[src/rtl/pwm_multi_channel_if.sv]
// pwm_multi_channel_if: configuration inputs and PWM outputs of pwm_multi_channel.
//   en/center/period/duty flow master -> slave; pwm_out/period_end flow slave -> master.
interface pwm_multi_channel_if #(
  parameter int WIDTH    = 8,
  parameter int CHANNELS = 4
);
  logic                      en;
  logic                      center;
  logic [WIDTH-1:0]          period;
  logic [CHANNELS*WIDTH-1:0] duty;
  logic [CHANNELS-1:0]       pwm_out;
  logic                      period_end;
  modport master (output en, center, period, duty, input pwm_out, period_end);
  modport slave (input en, center, period, duty, output pwm_out, period_end);
endinterface

[src/rtl/pwm_multi_channel.sv]
// pwm_multi_channel: CHANNELS PWM outputs from one shared counter, edge/center aligned.
//   clk: rising-edge clock; rst: asynchronous active-low reset
//   bus.en/center/period/duty: configuration, shadowed at each period boundary
//   bus.pwm_out: registered outputs; bus.period_end: high in the last cycle of a period
module pwm_multi_channel #(
  parameter int WIDTH    = 8,
  parameter int CHANNELS = 4
) (
  input logic              clk,
  input logic              rst,
  pwm_multi_channel_if.slave bus
);
  localparam logic DIR_UP = 1'b0;
  localparam logic DIR_DN = 1'b1;
  logic [WIDTH-1:0]          cnt_q, cnt_d, p_q;
  logic                      dir_q, dir_d, mode_q;
  logic [CHANNELS*WIDTH-1:0] d_q;
  logic [CHANNELS-1:0]       pwm_q, pwm_d;
  logic                      run, top, bottom, load;
  assign run    = bus.en && (p_q != '0);
  assign top    = cnt_q == p_q - WIDTH'(1);
  assign bottom = cnt_q == '0;
  // A zero period reports a boundary every cycle so a new period loads at once.
  assign bus.period_end = rst && bus.en &&
                          ((p_q == '0) || (mode_q ? (dir_q == DIR_DN && bottom) : top));
  assign load = bus.period_end || !bus.en;
  // Center mode holds the counter for one extra cycle at both ends while dir flips.
  always_comb begin
    cnt_d = '0;
    dir_d = DIR_UP;
    if (run && mode_q) begin
      dir_d = (dir_q == DIR_UP) ? (top ? DIR_DN : DIR_UP) : (bottom ? DIR_UP : DIR_DN);
      cnt_d = (dir_q == DIR_UP) ? (top ? cnt_q : cnt_q + WIDTH'(1))
                                : (bottom ? cnt_q : cnt_q - WIDTH'(1));
    end else if (run)
      cnt_d = top ? '0 : cnt_q + WIDTH'(1);
  end
  for (genvar c = 0; c < CHANNELS; c++) begin : g_cmp
    assign pwm_d[c] = run && (cnt_q < d_q[c*WIDTH +: WIDTH]);
  end
  always_ff @(posedge clk or negedge rst) begin
    if (!rst) begin
      cnt_q  <= '0;
      dir_q  <= DIR_UP;
      p_q    <= '0;
      d_q    <= '0;
      mode_q <= 1'b0;
      pwm_q  <= '0;
    end else begin
      cnt_q <= cnt_d;
      dir_q <= dir_d;
      pwm_q <= pwm_d;
      if (load) begin
        p_q    <= bus.period;
        d_q    <= bus.duty;
        mode_q <= bus.center;
      end
    end
  end
  assign bus.pwm_out = pwm_q;
endmodule
[src/flat_wrapper.sv]
// flat-port wrapper written by rule: the top's interface ports become plain ports
module pwm_multi_channel_flat 
#(
  parameter int WIDTH    = 8,
  parameter int CHANNELS = 4
)
  (clk, rst, bus_en, bus_center, bus_period, bus_duty, bus_pwm_out, bus_period_end);
  pwm_multi_channel_if #(.WIDTH(WIDTH), .CHANNELS(CHANNELS)) bus_i ();
  input logic clk;
  input logic rst;
  input wire logic [$bits(bus_i.en)-1:0] bus_en;
  input wire logic [$bits(bus_i.center)-1:0] bus_center;
  input wire logic [$bits(bus_i.period)-1:0] bus_period;
  input wire logic [$bits(bus_i.duty)-1:0] bus_duty;
  output wire logic [$bits(bus_i.pwm_out)-1:0] bus_pwm_out;
  output wire logic [$bits(bus_i.period_end)-1:0] bus_period_end;
  assign bus_i.en = bus_en;
  assign bus_i.center = bus_center;
  assign bus_i.period = bus_period;
  assign bus_i.duty = bus_duty;
  assign bus_pwm_out = bus_i.pwm_out;
  assign bus_period_end = bus_i.period_end;
  pwm_multi_channel #(.WIDTH(WIDTH), .CHANNELS(CHANNELS)) u_core (.clk(clk), .rst(rst), .bus(bus_i));
endmodule
[config.mk]
export PLATFORM = sky130hd
export DESIGN_NAME = pwm_multi_channel_flat
export DESIGN_NICKNAME = d
export VERILOG_FILES = /design/src/rtl/pwm_multi_channel_if.sv /design/src/rtl/pwm_multi_channel.sv /design/src/flat_wrapper.sv
export SDC_FILE = /design/constraint.sdc
export NUM_CORES = 1
export LEC_CHECK = 0
export ABC_AREA = 1
export BUFFER_PORTS_ARGS = -buffer_cell sky130_fd_sc_hd__buf_2
export CORE_ASPECT_RATIO = 0.5
export CORE_MARGIN = 2
export CORE_UTILIZATION = 56
export DETAILED_ROUTE_END_ITERATION = 10
export GPL_ROUTABILITY_DRIVEN = 0
export PLACE_DENSITY = 0.78
export SLEW_MARGIN = 20
export SYNTH_ARGS = -nofsm -noshare
export SYNTH_HDL_FRONTEND = slang
export SYNTH_SLANG_ARGS = --single-unit
[constraint.sdc]
create_clock -name clk -period 4.4 [get_ports clk]
set_clock_uncertainty 0.15 [all_clocks]
set_input_delay 1.1 -clock clk [delete_from_list [all_inputs] [get_ports clk]]
set_output_delay 1.1 -clock clk [all_outputs]
set_load 0.02 [all_outputs]
==> results.py <==
metrics = {
    "run_status": {
        "status": "finished, final reports clean",
    },
    "die": {
        "rows": 20,
        "die_y_um": 60.85,
        "initial_core_util_pct": 58.80,
        "core_um2": 6156,
        "fp.dieArea_um2": 7162,
        "fp.dieW_um": 117.7,
        "io_pins": 49,
    },
    "worst_setup_path": {
        "crit_type": "register to output port",
        "critPathBufInv": 5,
        "crit_fanout": 6,
        "cp_common_cell": "inv_1",
        "required_ns": 3.15,
        "critPathArrivalTime_ns": 2.13,
        "path_delay_family": "simple AND/OR/NAND/NOR gates",
        "crit_chain": "inv_1 -> ha_1 -> inv_1 -> nand2_1 -> nand3_1 -> nand2_1 -> inv_1 -> nand3_1 -> nor2_1 -> nand3_2 -> nand2_2 -> nand2_4 -> inv_1 -> buf_2",
        "critical-path-max-stage-delay_ns": 0.41,
        "critPathCaptureType": "output port",
        "start_kind": "register",
        "slowest_stage": "dfrtp_1",
    },
    "clock_network": {
        "cts_tree": "built",
        "h-tree-depth": 2,
        "cts-hold-fix-buffers": 0,
        "cts_setup_buffers": 0,
        "cts.sinks": 54,
        "clkTransAtPathRegs_ns": 0.07,
        "clk_latency_ns": 0.30,
        "cts_buffers": 5,
        "post_cts_resized": 0,
        "clockBufferDepth": 2,
        "cts_root_buf": "clkbuf_16",
    },
    "synth": {
        "synth_cell_types": 27,
        "synth_area_leaders": "dfrtp_1 37%, nand2_1 16%, ha_1 11%, nand3_1 9.0%, inv_1 6.2%",
        "yosysTopAreaCell": "dfrtp_1",
        "synth_top_family_by_area": "simple AND/OR/NAND/NOR gates",
        "postSynthAreaPerCell_um2": 7.433,
        "netlist_instances": 487,
        "synth-compound-area-share_pct": 7.501,
        "synthSimpleGateAreaFrac_pct": 31.32,
        "ys_seq_area_share_pct": 37.33,
        "synth_area_um2": 3620,
        "synth_fa_ha_area_share_pct": 11.41,
        "ys_ff_latch": 54,
        "synth_xor_area_share_pct": 3.387,
        "synth_warnings": 0,
        "syn-num-nets": 564,
        "synth_top_cell_area_share_pct": 37.33,
        "muxShareOfSynthArea_pct": 0,
    },
    "routing": {
        "drtPass1Iterations": 5,
        "vias_per_cell": 5.167,
        "wl_per_cell_um": 13.06,
        "drtAntennaViolNets": 0,
        "wirelength_um": 8070,
        "drtIter0Drc": 222,
        "remaining_drc_errors": 0,
        "vias": 3193,
    },
    "global_routing": {
        "antenna_found_initial": 0,
        "grt_pass1_vias": 2839,
        "grt_max_degree": 55,
        "grt_pass1_wl_um": 13370,
        "grt.total_usage_pct": 24.13,
        "grt_overflow": 0,
    },
    "final_layout": {
        "area_growth_pct": 11.61,
        "final_area_um2": 4040,
        "nFillCells": 588,
        "antenna_cells": 0,
        "utilization_pct": 65.63,
        "drive_gt1_share_pct": 13.96,
        "nets": 607,
    },
    "placed_design": {
        "hpwl_um": 5591,
        "place_area_um2": 3901,
        "portBuffers": 48,
        "dp_slack_ns": 1.359,
    },
    "sta": {
        "fin_crit_sh_pct": 76.73,
        "hold_viol": 0,
        "setup_tns_ns": 0,
        "min_period_ns": 3.376,
        "slew_viol_final": 0,
        "finalWorstSetupSlack_ns": 1.024,
        "worst_hold_slack_ns": 0.3634,
        "fmax_mhz": 296.2,
        "maxSlewHeadroom_pct": 54.39,
        "worst_slew_pin_slew_ns": 0.6842,
        "setup_violations": 0,
        "rsz0062_at_grt": "no",
    },
    "power": {
        "ir_worst_vdd_mv": 0.1762,
        "p_per_area_nw_per_um2": 301.2,
        "leakagePower_nw": 2.286,
    },
    "run": {
        "maxCapViolCount": 0,
    },
    "hold_path": {
        "hold_class": "register to register",
    },
}
## synthesized netlist by cell type
master / n
nand2_1: 155
a21boi_0: 4
o21ai_1: 1
nand2_2: 3
nand3_1: 65
xor2_1: 9
inv_1: 60
nand4_1: 1
nand2_4: 2
nor3_1: 10
o21ai_2: 1
dfrtp_1: 54
nor2_8: 1
xnor2_1: 5
clkbuf_1: 3
o211ai_1: 4
buf_1: 4
inv_2: 3
a21oi_1: 17
nand3_2: 3
nor2_2: 3
nor2_1: 16
ha_1: 33
o21ai_0: 21
buf_2: 4
buf_6: 4
o21a_1: 1
## area by class of cell
type | instances | area, um^2 | share of cell area, %
clock inverter | 2 | 13.76 | 0.3407
multi-input combinational | 355 | 1941 | 48.03
sequential | 54 | 1351 | 33.45
inverter | 63 | 236.5 | 5.853
timing repair buffer | 51 | 262.8 | 6.504
tap | 88 | 110.1 | 2.725
clock buffer | 5 | 125.1 | 3.097
## per-layer routing
metal	routed length, um	global-route usage, %
met1	3928	33.67
met2	3542	39.29
met3	510	4.981
met4	89	6.540
met5	0	0
## worst register-to-register path, cell delays in order (launching register included)
cell and delay (ns):
dfrtp_1 0.42, inv_1 0.17, ha_1 0.23, nand2_1 0.12, o21ai_0 0.18, nand2_1 0.07, nand2_1 0.08, nor2_2 0.05
nand3_2 0.06, nand2_2 0.07, nand2_4 0.06, buf_4 0.37, nand2_4 0.38, nand2_1 0.17, nand2_1 0.07
## stage by stage
| stage | total power [mW] | std cells |
|---|---|---|
| floorplan | 0.7525 | 487 |
| global placement | 0.8213 | 611 |
| detailed placement | 0.8271 | 611 |
| CTS | 1.220 | 618 |
| global route | 1.284 | 618 |
| finish | 1.217 | 618 |
## cells in the final DEF, fill, tap and decap left out, drive strengths merged
cell / n
nor2: 20
clkbuf: 5
xor2: 9
clkinv: 1
nor3: 10
nand3: 68
nand4: 1
o211ai: 4
a21oi: 17
dfrtp: 54
nand2: 160
o21ai: 23
o21a: 1
a21boi: 4
xnor2: 5
inv: 64
ha: 33
buf: 51
## sequential cells by signal, indices dropped and copies added (netlist names)
| register | cells |
|---|---|
| u_core.p_q | 8 |
| u_core.dir_q | 1 |
| u_core.cnt_q | 8 |
| u_core.d_q | 32 |
| u_core.mode_q | 1 |
| u_core.bus.pwm_out | 4 |
## final timing paths
kind	start	slack [ns]	depth (start not counted)	to
min reg2reg	u_core.d_q[3]	0.36	2	u_core.d_q[3]
max	u_core.p_q[0]	1.02	14	bus_period_end
min in group asynchronous	rst	0.82	2	u_core.d_q[12]
max in group asynchronous	rst	2.82	2	u_core.bus.pwm_out[3]
max reg2reg	u_core.p_q[0]	1.63	14	u_core.d_q[16]
min	u_core.d_q[3]	0.36	2	u_core.d_q[3]
## cell families (layout without fill, tap and decap cells)
group / after synthesis / in the layout
AND/OR/NAND/NOR: 259 / 259
buffers and inverters: 78 / 121
AO/OA/AOI/OAI: 49 / 49
adder cells (fa/ha/maj): 33 / 33
flip-flops: 54 / 54
XOR/XNOR: 14 / 14
## power by group
| part | switching, mW | leakage, nW | internal (mW) |
|---|---|---|---|
| sequential | 0.0367 | 0.670 | 0.538 |
| clock | 0.185 | 0.0701 | 0.209 |
| combinational | 0.149 | 1.55 | 0.0986 |
(Power assumes the default switching activity.)
